==> src/rtl/idu_issue.sv <==
// RV32 decode/issue stage: one-deep output register between fetch and the ALU.
// Optional IDU_PERF_CNT_EN adds perf_issued/perf_stall counters and ports.
module idu_issue (
    input  logic        clk,
    input  logic        rst_n,
    input  logic        in_valid,
    output logic        in_ready,
    input  logic [31:0] inst,
    input  logic [31:0] pc,
    output logic [4:0]  rs1_addr,
    output logic [4:0]  rs2_addr,
    input  logic [31:0] rs1_data,
    input  logic [31:0] rs2_data,
    output logic        out_valid,
    input  logic        out_ready,
    output logic [3:0]  alu_op,
    output logic [31:0] alu_a,
    output logic [31:0] alu_b,
    output logic [4:0]  rd,
    output logic        rd_wen,
    output logic        is_ebreak,
    output logic        illegal
`ifdef IDU_PERF_CNT_EN
    ,
    output logic [31:0] perf_issued,
    output logic [31:0] perf_stall
`endif
);

    localparam int unsigned XLEN = 32;
    localparam int unsigned REGW = 5;
    localparam int unsigned OPW  = 4;

    localparam logic [6:0] OPC_OP    = 7'b0110011;
    localparam logic [6:0] OPC_OPIMM = 7'b0010011;
    localparam logic [6:0] OPC_LUI   = 7'b0110111;
    localparam logic [6:0] OPC_AUIPC = 7'b0010111;
    localparam logic [6:0] F7_BASE   = 7'b0000000;
    localparam logic [6:0] F7_ALT    = 7'b0100000;
    localparam logic [XLEN-1:0] EBREAK_WORD = 32'h0010_0073;

    localparam logic [OPW-1:0] OP_ADD  = 4'b0000;
    localparam logic [OPW-1:0] OP_SUB  = 4'b0001;
    localparam logic [OPW-1:0] OP_AND  = 4'b0010;
    localparam logic [OPW-1:0] OP_OR   = 4'b0011;
    localparam logic [OPW-1:0] OP_XOR  = 4'b0100;
    localparam logic [OPW-1:0] OP_SLT  = 4'b0101;
    localparam logic [OPW-1:0] OP_SLTU = 4'b1101;

    typedef struct packed {
        logic [OPW-1:0]  alu_op;
        logic [XLEN-1:0] a;
        logic [XLEN-1:0] b;
        logic [REGW-1:0] rd;
        logic            rd_wen;
        logic            is_ebreak;
        logic            illegal;
    } issue_t;

    typedef enum logic {
        EMPTY = 1'b0,
        FULL  = 1'b1
    } state_t;

    state_t state_q, state_d;
    issue_t payload_q, payload_d;
    issue_t dec;
    logic   alu_legal;
    logic   load;

    logic [6:0]      opcode;
    logic [2:0]      funct3;
    logic [6:0]      funct7;
    logic [REGW-1:0] rd_field;
    logic [XLEN-1:0] imm_i;
    logic [XLEN-1:0] imm_u;

    assign opcode   = inst[6:0];
    assign funct3   = inst[14:12];
    assign funct7   = inst[31:25];
    assign rd_field = inst[11:7];
    assign imm_i    = {{20{inst[31]}}, inst[31:20]};
    assign imm_u    = {inst[31:12], 12'b0};

    assign rs1_addr = inst[19:15];
    assign rs2_addr = inst[24:20];

    // Instruction decode; anything not recognised collapses to a zero-operand ADD.
    always_comb begin
        dec       = '0;
        alu_legal = 1'b0;
        unique case (opcode)
            OPC_OP: begin
                dec.a     = rs1_data;
                dec.b     = rs2_data;
                alu_legal = (funct7 == F7_BASE);
                unique case (funct3)
                    3'b000: begin
                        if (funct7 == F7_ALT) begin
                            dec.alu_op = OP_SUB;
                            alu_legal  = 1'b1;
                        end else begin
                            dec.alu_op = OP_ADD;
                        end
                    end
                    3'b010:  dec.alu_op = OP_SLT;
                    3'b011:  dec.alu_op = OP_SLTU;
                    3'b100:  dec.alu_op = OP_XOR;
                    3'b110:  dec.alu_op = OP_OR;
                    3'b111:  dec.alu_op = OP_AND;
                    default: alu_legal  = 1'b0;
                endcase
            end
            OPC_OPIMM: begin
                dec.a     = rs1_data;
                dec.b     = imm_i;
                alu_legal = 1'b1;
                unique case (funct3)
                    3'b000:  dec.alu_op = OP_ADD;
                    3'b010:  dec.alu_op = OP_SLT;
                    3'b011:  dec.alu_op = OP_SLTU;
                    3'b100:  dec.alu_op = OP_XOR;
                    3'b110:  dec.alu_op = OP_OR;
                    3'b111:  dec.alu_op = OP_AND;
                    default: alu_legal  = 1'b0;
                endcase
            end
            OPC_LUI: begin
                dec.b     = imm_u;
                alu_legal = 1'b1;
            end
            OPC_AUIPC: begin
                dec.a     = pc;
                dec.b     = imm_u;
                alu_legal = 1'b1;
            end
            default: alu_legal = 1'b0;
        endcase

        if (alu_legal) begin
            dec.rd     = rd_field;
            dec.rd_wen = (rd_field != REGW'(0));
        end else begin
            dec           = '0;
            dec.is_ebreak = (inst == EBREAK_WORD);
            dec.illegal   = (inst != EBREAK_WORD);
        end
    end

    // Handshake FSM: ready whenever the output slot is empty or draining.
    always_comb begin
        state_d  = state_q;
        load     = 1'b0;
        in_ready = (state_q == EMPTY) || out_ready;
        unique case (state_q)
            EMPTY: begin
                if (in_valid) begin
                    state_d = FULL;
                    load    = 1'b1;
                end
            end
            FULL: begin
                if (out_ready) begin
                    load    = in_valid;
                    state_d = in_valid ? FULL : EMPTY;
                end
            end
            default: state_d = EMPTY;
        endcase
        payload_d = load ? dec : payload_q;
    end

    always_ff @(posedge clk or negedge rst_n) begin
        if (!rst_n) begin
            state_q   <= EMPTY;
            payload_q <= '0;
        end else begin
            state_q   <= state_d;
            payload_q <= payload_d;
        end
    end

    assign out_valid = (state_q == FULL);
    assign alu_op    = payload_q.alu_op;
    assign alu_a     = payload_q.a;
    assign alu_b     = payload_q.b;
    assign rd        = payload_q.rd;
    assign rd_wen    = payload_q.rd_wen;
    assign is_ebreak = payload_q.is_ebreak;
    assign illegal   = payload_q.illegal;

`ifdef IDU_PERF_CNT_EN
    logic [XLEN-1:0] perf_issued_q;
    logic [XLEN-1:0] perf_stall_q;

    always_ff @(posedge clk or negedge rst_n) begin
        if (!rst_n) begin
            perf_issued_q <= '0;
            perf_stall_q  <= '0;
        end else if (out_valid) begin
            if (out_ready) begin
                perf_issued_q <= perf_issued_q + XLEN'(1);
            end else begin
                perf_stall_q  <= perf_stall_q + XLEN'(1);
            end
        end
    end

    assign perf_issued = perf_issued_q;
    assign perf_stall  = perf_stall_q;
`endif

endmodule

==> config.mk <==
export PLATFORM = sky130hd
export DESIGN_NAME = idu_issue
export DESIGN_NICKNAME = d
export VERILOG_FILES = /design/src/rtl/idu_issue.sv
export SDC_FILE = /design/constraint.sdc
export NUM_CORES = 1
export LEC_CHECK = 0
export CORE_UTILIZATION = 40
export CTS_CLUSTER_SIZE = 12
export DETAILED_ROUTE_END_ITERATION = 8
export PLACE_DENSITY = 0.87
export SLEW_MARGIN = 40
export SYNTH_ARGS = -nofsm -noshare
export SYNTH_HDL_FRONTEND = slang
export SYNTH_SLANG_ARGS = --single-unit
==> constraint.sdc <==
create_clock -name clk -period 2 [get_ports clk]
set_input_delay 0.6 -clock clk [delete_from_list [all_inputs] [get_ports clk]]
set_output_delay 0.6 -clock clk [all_outputs]
set_load 0.01 [all_outputs]
After elaboration in Yosys (flattened, before gate mapping)
Index checks and enable logic that the tools add are counted.
W data, S select, Z words.
Storage, ports and cells
  register bits after elaboration: 77
  output and inout bits: 88
Operators by class
  bitwise logic cells: 1
  muxes and demuxes: 18
  reduce and logical (&&, ||, !) cells: 8
  equal/unequal tests: 12
Operators with widths (count)
  $pmux W32 S3: 1
  $mux W68: 1
  $pmux W32 S2: 1
  $eq A32 B21 Y1 const B: 1
  $ne A32 B21 Y1 const B: 1
  $pmux W4 S6: 1
  $eq A7 B6 Y1 const B: 3
  $pmux W4 S5: 1
  $eq A7 B5 Y1 const B: 2
  $eq A3 B3 Y1 const B: 3
  $pmux W4 S2: 1
  $logic_not A7 Y1: 1
  $eq A3 B2 Y1 const B: 2
  $mux W1: 6
  $mux W6: 1
  $pmux W1 S2: 3
  $reduce_or A6 Y1: 1
  $reduce_bool A5 Y1: 1
  $reduce_or A5 Y1: 1
  $reduce_or A2 Y1: 2
  $logic_not A3 Y1: 1
  $pmux W1 S3: 1
  $mux W2: 1
  $logic_or A1 B1 Y1: 1
  $not A1 Y1: 1

Depth between registers and ports, before layout
Gate-level depths: netlist (run 1).
  depth after elaboration: 5
  mapped depth: 7
  mapped depth without buffers: 4

Least setup slack after synthesis (run 1)
No wires, ideal clock.
  path type: input port to flip-flop
  from: input inst[3]
  to: register payload_q (netlist bit alu_op[3])
  data required time: 1926 ps
  slack: 112 ps
  arrival: 1814 ps
  cell stages on the path: 6
  cell sequence: and4b_1 -> nand4b_2 -> or3_1 -> buf_6 -> buf_12 -> o21ai_2
On the way
  word-level cells in the longest chain between the ends: 4
Ends and longest elaborated chain
  start: declaration: line 8  | input logic [31:0] inst,
  $eq A7 B5 Y1 / $eq A7 B6 Y1 (equally long branches): line 92  | unique case (opcode)
  $reduce_or A2 Y1 (no line)
  $pmux W1 S3: line 92
  $mux W68 (*): line 140  | if (alu_legal) begin
  end signal: assignment: line 179  | payload_q <= payload_d;
  end: declaration: line 66  | issue_t payload_q, payload_d;
Mark *: on every way between the ends. The rest lies on a longest branch, timed or not.
A chain may end at the register's enable or synchronous reset.

Worst setup path after layout (run 1)
  from: input inst[4]
  to: register payload_q (netlist bit rd_wen)
On the way
  word-level cells in the longest chain between the ends: 4
Ends and longest elaborated chain (line)
  $eq A7 B5 Y1 / $eq A7 B6 Y1 (equally long branches): 92
  $reduce_or A2 Y1 (no line)
  $pmux W1 S3 (*): 92
  $mux W6 (*): 140
Marks and branches as above.

==> qor.yml, run 1 <==
io_pins: 220
final_common_cell: "clkdlybuf4s50_1"
placed_cells: 797
synth_xor_area_share_pct: 0
clk_pin_slew_ns: 0.08
start_kind: "input port"
synth_mux_area_share_pct: 3.03
syn-cell-area_sq_mm: 0.00430
max_cap_violations: 0
synthSimpleGateAreaFrac_pct: 19.2
yosysTopAreaCell: "dfrtp_1"
fin_ws_ns: -0.0171
worstSetupPathType: "in -> reg"
layout.cells.non_filler: 816
status: "finished with violations"
grt_max_degree: 36
drv_slew: 0
drc: 0
grt_pass1_wl_um: 22300
synthArstFlopShare_pct: 100
ant_nets: 0
cts_buffers: 9
design_area_sq_mm: 0.00704
cp_data_arrival_time_ns: 2.29
hold_buffers: 0
coreArea_sq_mm: 0.0104
gr-usage-met3_pct: 4.89
clock_skew_ns: 0.00910
regArea_sq_mm: 0.00193
violations: "negative setup slack"
layout-drive-gt1-share_pct: 25.0
grt_overflow: 0
die_h_um: 106
placementRows: 37
critPathRequiredTime_ns: 2.27
grtUsageMet1_pct: 30.8
cp_max_fo: 9
fin_nets: 809
synth_edf_count: 0
max_slew_margin_pct: 73.9
firstDrtPassIters: 5
drtIter0Drc: 302
clock_latency_ns: 0.35
setup_viol: 11
synth_compound_area_share_pct: 23.7
root_buffer: "clkbuf_8"
syn2layout_area_growth_pct: 63.7
grt_setup_unrepaired: "yes"
via_count: 4299
grtUsageTotal_pct: 25.7
final_cell_mix: "clkdlybuf4s50_1, nand2_1, dfrtp_1"
routed_wl_um: 14400
yosysTopAreaCellShare_pct: 44.8
ys_seq_area_share_pct: 44.8
place_hpwl_um: 10800
synth_seq_cells: 77
synthDistinctLibCells: 47
clk_path_buf_depth: 2
cp-startpoint: "inst[4]"
cts_tree: "done"
n_fill_cell: 810
placed_area_sq_mm: 0.00672
tightest_slew_ns: 0.391
hold_path.class: "in -> async"
grt_pass1_vias: 4320
fin_util_pct: 67.9
wl_per_cell_um: 17.6
syn_avg_cell_area_sq_um: 9.82
leakagePower_nw: 3.13
synthAdderAreaFrac_pct: 0
multi_input_area_sq_mm: 0.00207
synth_top_family_by_area: "compound AO/OA/AOI/OAI gates"
synthFlopType: "dfrtp_1"
globalplace.congestion: 0.960
antenna_found_initial: 0
min_period_ns: 2.02
grtUsageMet2_pct: 44.3
syn_nets: 570
top_usage_layer: "met2"
clock_sinks: 77
avgViaCountPerCell: 5.27
setup_tns_ns: -0.0580
dieArea_sq_mm: 0.0112
cts_max_level: 3
final.period_utilization_pct: 101
yosys-top-cells-area: "dfrtp_1, o21ai_2, a21oi_1"
io_buffer_count: 219
hold_viol: 0
syn_inst: 438
powerDensity_mw_per_mm2: 493
initial_core_util_pct: 41.5
r2r_start: "out_valid$_DFF_PN0_"
max_freq_mhz: 496
peakVddDrop_mv: 0.260
die_x_um: 106
yosys_warnings: 0
cp-end-kind: "register"
diodes: 0
timing.hold.ws_ns: 0.139
## per-stage QoR
stage,worst slack (ns),total power [mW]
2_1_floorplan,0.112,1.89
3_3_place_gp,-0.486,2.33
3_5_place_dp,-0.534,2.35
4_1_cts,-0.00502,3.48
5_1_grt,-0.0535,3.62
6_report,-0.0171,3.47
## sequential cells by signal (all words and copies together), names as in the netlist
| register | flops |
|---|---|
| alu_b | 32 |
| illegal | 1 |
| out_valid | 1 |
| alu_a | 32 |
| rd_wen | 1 |
| alu_op | 4 |
| rd | 5 |
| is_ebreak | 1 |
## cell usage after synthesis, drive strengths merged, types with 5 or more instances
| library cell | instances |
|---|---|
| nor2 | 5 |
| clkbuf | 20 |
| buf | 23 |
| a21oi | 73 |
| a22o | 6 |
| and2b | 31 |
| o21ai | 66 |
| nand2 | 88 |
| nand2b | 5 |
| dfrtp | 77 |
| mux2i | 13 |
## area by class of cell
class	instances	share of cell area, %
clock buffer	12	2.06
clock inverter	2	0.497
inverter	1	0.0533
multi-input combinational	317	29.5
sequential	77	27.4
tap	136	2.42
timing repair buffer	271	38.2
## routing by layer
layer	vias up	part of all wire [%]
li1	1992	-
met1	2072	38
met2	197	52
met3	38	6.7
met4	0	3.2
met5	-	0
## worst paths after layout
kind	end	slack (ns)	depth (start not counted)
hold reg to reg	alu_a[10]$_DFFE_PN0P_	0.48	2
min in group clk	alu_a[10]$_DFFE_PN0P_	0.48	2
hold / removal	alu_a[24]$_DFFE_PN0P_	0.14	1
setup reg to reg	rd_wen$_DFFE_PN0P_	0.33	6
setup / recovery	rd_wen$_DFFE_PN0P_	-0.02	6
max in group asynchronous	alu_a[12]$_DFFE_PN0P_	1.28	2
## cell families after synthesis
| family | count (synthesis) |
|---|---|
| AOI/OAI and AO/OA | 154 |
| buffers and inverters | 45 |
| DFF | 77 |
| muxes | 13 |
| and+or+nand+nor | 149 |
## report_power, final
group / internal, mW / switching, mW
clock: 0.597 / 0.548
sequential: 1.57 / 0.00831
combinational: 0.421 / 0.328
## worst max-delay path, stage by stage
cell and delay, ns:
clkdlybuf4s50_1 0.45, and4b_1 0.23, nand4b_2 0.15, or3_4 0.50
clkbuf_16 0.21, o21ai_2 0.13
## what timing repair did
action,4_1_cts,5_1_grt
cloned,1,2
pin swaps,7,10
setup buffers,1,1
setup endpoints to repair,41,75
gates resized for setup,35,20
Power figures use the tool's default switching activity.
==> run 2: changes to the inputs <==
==> constraint.sdc (replaced) <==
create_clock -name clk -period 2 [get_ports clk]
set_input_delay 0.6 -clock clk [delete_from_list [all_inputs] [get_ports clk]]
set_output_delay 0.6 -clock clk [all_outputs]
set_load 0.1 [all_outputs]
==> qor.yml, run 2 (synthesized netlist as in run 1, its figures left out) <==
clock_latency_ns: 0.34  # about the same
placed_area_sq_mm: 0.00765  # +14%
clock_skew_ns: 0.00695  # -0.00215 ns
clk_path_buf_depth: 2  # unchanged
ant_nets: 0  # unchanged
start_kind: "input port"
hold_buffers: 0  # unchanged
grt_pass1_wl_um: 24700  # +10%
coreArea_sq_mm: 0.0104  # unchanged
cts_max_level: 3  # unchanged
timing.hold.ws_ns: 0.172  # +0.0324 ns
max_slew_margin_pct: 72.4  # -1.5 points
clk_pin_slew_ns: 0.09  # about the same
cp_data_arrival_time_ns: 1.39  # -0.90 ns
placementRows: 37  # unchanged
grt_max_degree: 38  # +5.6%
firstDrtPassIters: 4  # -1
critPathRequiredTime_ns: 1.40  # -0.87 ns
globalplace.congestion: 0.950  # -0.97%
leakagePower_nw: 3.63  # +16%
peakVddDrop_mv: 0.404  # +55%
min_period_ns: 1.99  # -0.0283 ns
cp_max_fo: 3  # -6
final.period_utilization_pct: 99.4  # -1.4 points
tightest_slew_ns: 0.414  # +0.0232 ns
root_buffer: "clkbuf_8"
drv_slew: 0  # unchanged
die_x_um: 106  # unchanged
antenna_found_initial: 2  # +2
clock_sinks: 77  # unchanged
drtIter0Drc: 254  # -16%
status: "complete, no violations"
cts_buffers: 9  # unchanged
hold_viol: 0  # unchanged
routed_wl_um: 15700  # +9.5%
n_fill_cell: 653  # -19%
powerDensity_mw_per_mm2: 479  # -2.7%
via_count: 4417  # +2.7%
initial_core_util_pct: 41.5  # unchanged
grt_overflow: 0  # unchanged
setup_tns_ns: 0  # +0.0580 ns
grt_pass1_vias: 4777  # +11%
place_hpwl_um: 12300  # +14%
io_buffer_count: 219  # unchanged
final_common_cell: "clkdlybuf4s50_1"
max_freq_mhz: 503  # +1.4%
design_area_sq_mm: 0.00800  # +14%
fin_nets: 815  # +0.74%
layout-drive-gt1-share_pct: 38.5  # +14 points
drc: 0  # unchanged
grtUsageTotal_pct: 28.8  # +3.1 points
max_cap_violations: 0  # unchanged
syn2layout_area_growth_pct: 85.9
finalPower_mw: 3.83  # +10%
avgViaCountPerCell: 5.35  # +1.5%
cts_tree: "done"
die_h_um: 106  # unchanged
hold_path.class: "in -> async"
cp-end-kind: "output pin"
final_cell_mix: "clkdlybuf4s50_1, buf_12, nand2_1"
dp_slack_ns: -0.599  # -0.0653 ns
worstSetupPathType: "in -> out"
setup_viol: 0  # -11
dieArea_sq_mm: 0.0112  # unchanged
wl_per_cell_um: 19.1  # +8.2%
fin_ws_ns: 0.0112  # +0.0283 ns
io_pins: 220  # unchanged
run 2: cell count changes in the layout (fill, tap and decap cells not counted), sizes merged:
cell and delta:
dlymetal6s2s +6, clkdlybuf4s15 -2, inv +2, diode +2, buf +95, clkdlybuf4s50 -88, clkbuf -8, clkinv +1
clkinvlp +2
run 2: cell type report:
cell class / instances / area (sq um) / area share [%]
antenna: 2 / 5.00 / 0.0626
inverter: 1 / 3.75 / 0.0469
multi-input combinational: 317 / 2080 / 26.1
sequential: 77 / 1930 / 24.1
clock buffer: 9 / 124 / 1.55
timing repair buffer: 277 / 3600 / 45.0
clock inverter: 7 / 82.6 / 1.03
tap: 136 / 170 / 2.13
run 2: final timing paths:
| kind | startpoint | to | slack (ns) | cells past startpoint |
|---|---|---|---|---|
| hold reg to reg | alu_a[27]$_DFFE_PN0P_ | alu_a[27]$_DFFE_PN0P_ | 0.55 | 2 |
| hold / removal | rst_n | alu_b[2]$_DFFE_PN0P_ | 0.17 | 1 |
| setup reg to reg | out_valid$_DFF_PN0_ | alu_b[28]$_DFFE_PN0P_ | 0.34 | 6 |
| setup / recovery | inst[20] | rs2_addr[0] | 0.01 | 3 |
| min in group clk | alu_a[27]$_DFFE_PN0P_ | alu_a[27]$_DFFE_PN0P_ | 0.55 | 2 |
| max in group asynchronous | rst_n | alu_a[19]$_DFFE_PN0P_ | 1.36 | 2 |
run 2: report_power, final:
group          switching [mW]  internal [mW]
Combinational           0.529          0.489
Sequential             0.0169           1.57
Clock                   0.634          0.594
Total                    1.18           2.65
run 2: what timing repair did:
item / CTS / global route
pin swaps: 3 / 7
hold endpoints to repair: 0 / 0
setup buffers: 2 / 0
gates cloned: 1 / 0
gates resized for setup: 27 / 16
endpoints found under the setup margin: 45 / 64
run 2: per-layer routing:
| metal | part of all wire, % | global-route usage (%) | vias to the layer above |
|---|---|---|---|
| li1 | - | - | 2010 |
| met1 | 36 | 31.0 | 2146 |
| met2 | 54 | 52.7 | 204 |
| met3 | 5.2 | 5.94 | 57 |
| met4 | 4.9 | 15.1 | 0 |
| met5 | 0 | 0 | - |
run 2: metrics by stage:
| stage | util [%] | cells |
|---|---|---|
| floorplan | - | 438 |
| global placement | 73.8 | 805 |
| detailed placement | 73.8 | 805 |
| CTS | 76.7 | 824 |
| global route | 77.1 | 826 |
| finish | 77.1 | 826 |
run 2: critical path: stages:
cell,delay [ns]
clkdlybuf4s50_1,0.50
buf_6,0.12
buf_12,0.16
==> run 3: changes to the inputs <==
--- a/config.mk
+++ b/config.mk
@@ -5,10 +5,10 @@
 export SDC_FILE = /design/constraint.sdc
 export NUM_CORES = 1
 export LEC_CHECK = 0
-export CORE_UTILIZATION = 40
+export CORE_UTILIZATION = 26
 export CTS_CLUSTER_SIZE = 12
 export DETAILED_ROUTE_END_ITERATION = 8
-export PLACE_DENSITY = 0.87
+export PLACE_DENSITY = 0.62
 export SLEW_MARGIN = 40
 export SYNTH_ARGS = -nofsm -noshare
 export SYNTH_HDL_FRONTEND = slang
==> qor.yml, run 3 (synthesized netlist as in run 1, its figures left out) <==
hold_buffers: 0  # unchanged
clock_sinks: 77  # unchanged
die_x_um: 131  # +24%
drc: 0  # unchanged
dieArea_sq_mm: 0.0171  # +53%
finalPower_mw: 4.13  # +7.7%
placementRows: 46  # +24%
cts_buffers: 9  # unchanged
routed_wl_um: 15400  # -2.2%
final.period_utilization_pct: 96.6  # -2.8 points
worstSetupPathType: "in -> reg"
fin_ws_ns: 0.0678  # +0.0566 ns
crit_path_max_incr_delay_ns: 0.50  # about the same
globalplace.congestion: 0.814  # -14%
start_kind: "input port"
via_count: 4161  # -5.8%
syn2layout_area_growth_pct: 92.3
pwr-share-clk_pct: 36.9  # +4.9 points
clk_path_buf_depth: 2  # unchanged
seqPwrFrac_pct: 38.5  # -2.9 points
max_freq_mhz: 518  # +2.9%
cts_max_level: 3  # unchanged
die_h_um: 131  # +24%
clock_skew_ns: 0.00569  # -0.00126 ns
tightest_slew_ns: 0.407  # -0.00660 ns
hold_path.class: "in -> async"
antenna_found_initial: 1  # -1
grt_pass1_wl_um: 23400  # -5.1%
fin_nets: 821  # +0.74%
final_common_cell: "clkdlybuf4s50_1"
intPower_mw: 2.94  # +11%
hold_viol: 0  # unchanged
dp_slack_ns: -0.576  # +0.0237 ns
coreArea_sq_mm: 0.0160  # +54%
powerDensity_mw_per_mm2: 499  # +4.2%
setup_viol: 0  # unchanged
fin_util_pct: 51.7  # -25 points
reg2reg_depth: 6  # unchanged
ant_nets: 0  # unchanged
io_pins: 220  # unchanged
cts_tree: "done"
slowest_stage: "or3_4"
avgViaCountPerCell: 4.57  # -14%
firstDrtPassIters: 4  # unchanged
clk_pin_slew_ns: 0.06  # -0.03 ns
clock_latency_ns: 0.34  # about the same
grtUsageTotal_pct: 18.4  # -10 points
leakagePower_nw: 3.75  # +3.3%
min_period_ns: 1.93  # -0.0566 ns
multi_input_area_sq_mm: 0.00207  # -0.66%
grt_pass1_vias: 4326  # -9.4%
grt_max_degree: 71  # +87%
final_cell_mix: "clkdlybuf4s50_1, buf_12, nand2_1"
cp_data_arrival_time_ns: 2.20  # +0.81 ns
max_slew_margin_pct: 72.8  # +0.44 points
peakVddDrop_mv: 0.383  # -5.2%
n_fill_cell: 1445  # +120%
initial_core_util_pct: 26.9  # -15 points
grt_setup_unrepaired: "no"
cp_max_fo: 21  # +18
io_buffer_count: 219  # unchanged
drv_slew: 0  # unchanged
cp-end-kind: "register"
critPathRequiredTime_ns: 2.27  # +0.87 ns
wl_per_cell_um: 16.9  # -11%
layout-drive-gt1-share_pct: 38.8  # +0.30 points
power.share.combinational_pct: 24.6  # -2.0 points
p_sw_share_pct: 28.8  # -2.0 points
power.switching_mw: 1.19  # +0.74%
status: "complete, no violations"
crit_chain: "clkdlybuf4s50_1 > nor2_4 > a21oi_2 > or3_4 > buf_12 > o21ai_2"
drtIter0Drc: 143  # -44%
regArea_sq_mm: 0.00193  # unchanged
place_hpwl_um: 11800  # -4.1%
max_cap_violations: 0  # unchanged
root_buffer: "clkbuf_16"
grt_overflow: 0  # unchanged
[run 3: path summary, 6_finish.rpt]
kind                                        from                     to  slack [ns]
setup reg to reg             out_valid$_DFF_PN0_  alu_b[15]$_DFFE_PN0P_        0.29
min in group clk           alu_b[27]$_DFFE_PN0P_  alu_b[27]$_DFFE_PN0P_        0.54
hold / removal                             rst_n  alu_b[29]$_DFFE_PN0P_        0.11
hold reg to reg            alu_b[27]$_DFFE_PN0P_  alu_b[27]$_DFFE_PN0P_        0.54
setup / recovery                        inst[29]  alu_b[15]$_DFFE_PN0P_        0.07
max in group asynchronous                  rst_n    out_valid$_DFF_PN0_        1.18
[run 3: per-stage QoR]
step	instance area, sq um	std cells	hold slack [ns]	setup TNS [ns]
finish	8270	910	0.111	0
global route	8270	910	0.113	0
CTS	8170	908	0.102	0
detailed placement	7780	887	0.478	-31.69
global placement	7780	887	0.475	-28.96
floorplan	4320	438	0.304	0
[run 3: layer usage]
| layer | track usage (%) | up-vias | share of wire (%) |
|---|---|---|---|
| li1 | - | 2009 | - |
| met1 | 22.3 | 2009 | 41 |
| met2 | 32.2 | 123 | 52 |
| met3 | 3.87 | 20 | 4.6 |
| met4 | 6.90 | 0 | 1.9 |
| met5 | 0 | - | 0 |
[run 3: what timing repair did]
item	4_1_cts	5_1_grt
pin swaps	4	3
setup buffers	5	1
cloned	1	0
setup endpoints to repair	78	71
gates resized for setup	28	28
[run 3: cell type report]
cell class                 count  share of cell area [%]
sequential                    77                    23.3
inverter                       1                  0.0454
timing repair buffer         284                    45.0
clock inverter                 5                   0.424
multi-input combinational    316                    25.0
tap                          216                    3.27
clock buffer                  10                    2.89
antenna                        1                  0.0303
[run 3: critical path, delay by kind of cell]
family,cells,cell delay [ns]
AND/OR/NAND/NOR,2,0.67
AO/OA/AOI/OAI,2,0.22
buffers and inverters,2,0.68
[run 3: power by group through the flow]
stage	combinational (mW)	clock, mW	sequential (mW)
after floorplan	0.364	0	1.71
after global placement	0.995	0	1.62
after detailed placement	1.01	0	1.62
after CTS	1.02	1.59	1.59
after global routing	1.08	1.64	1.59
final	1.02	1.52	1.59
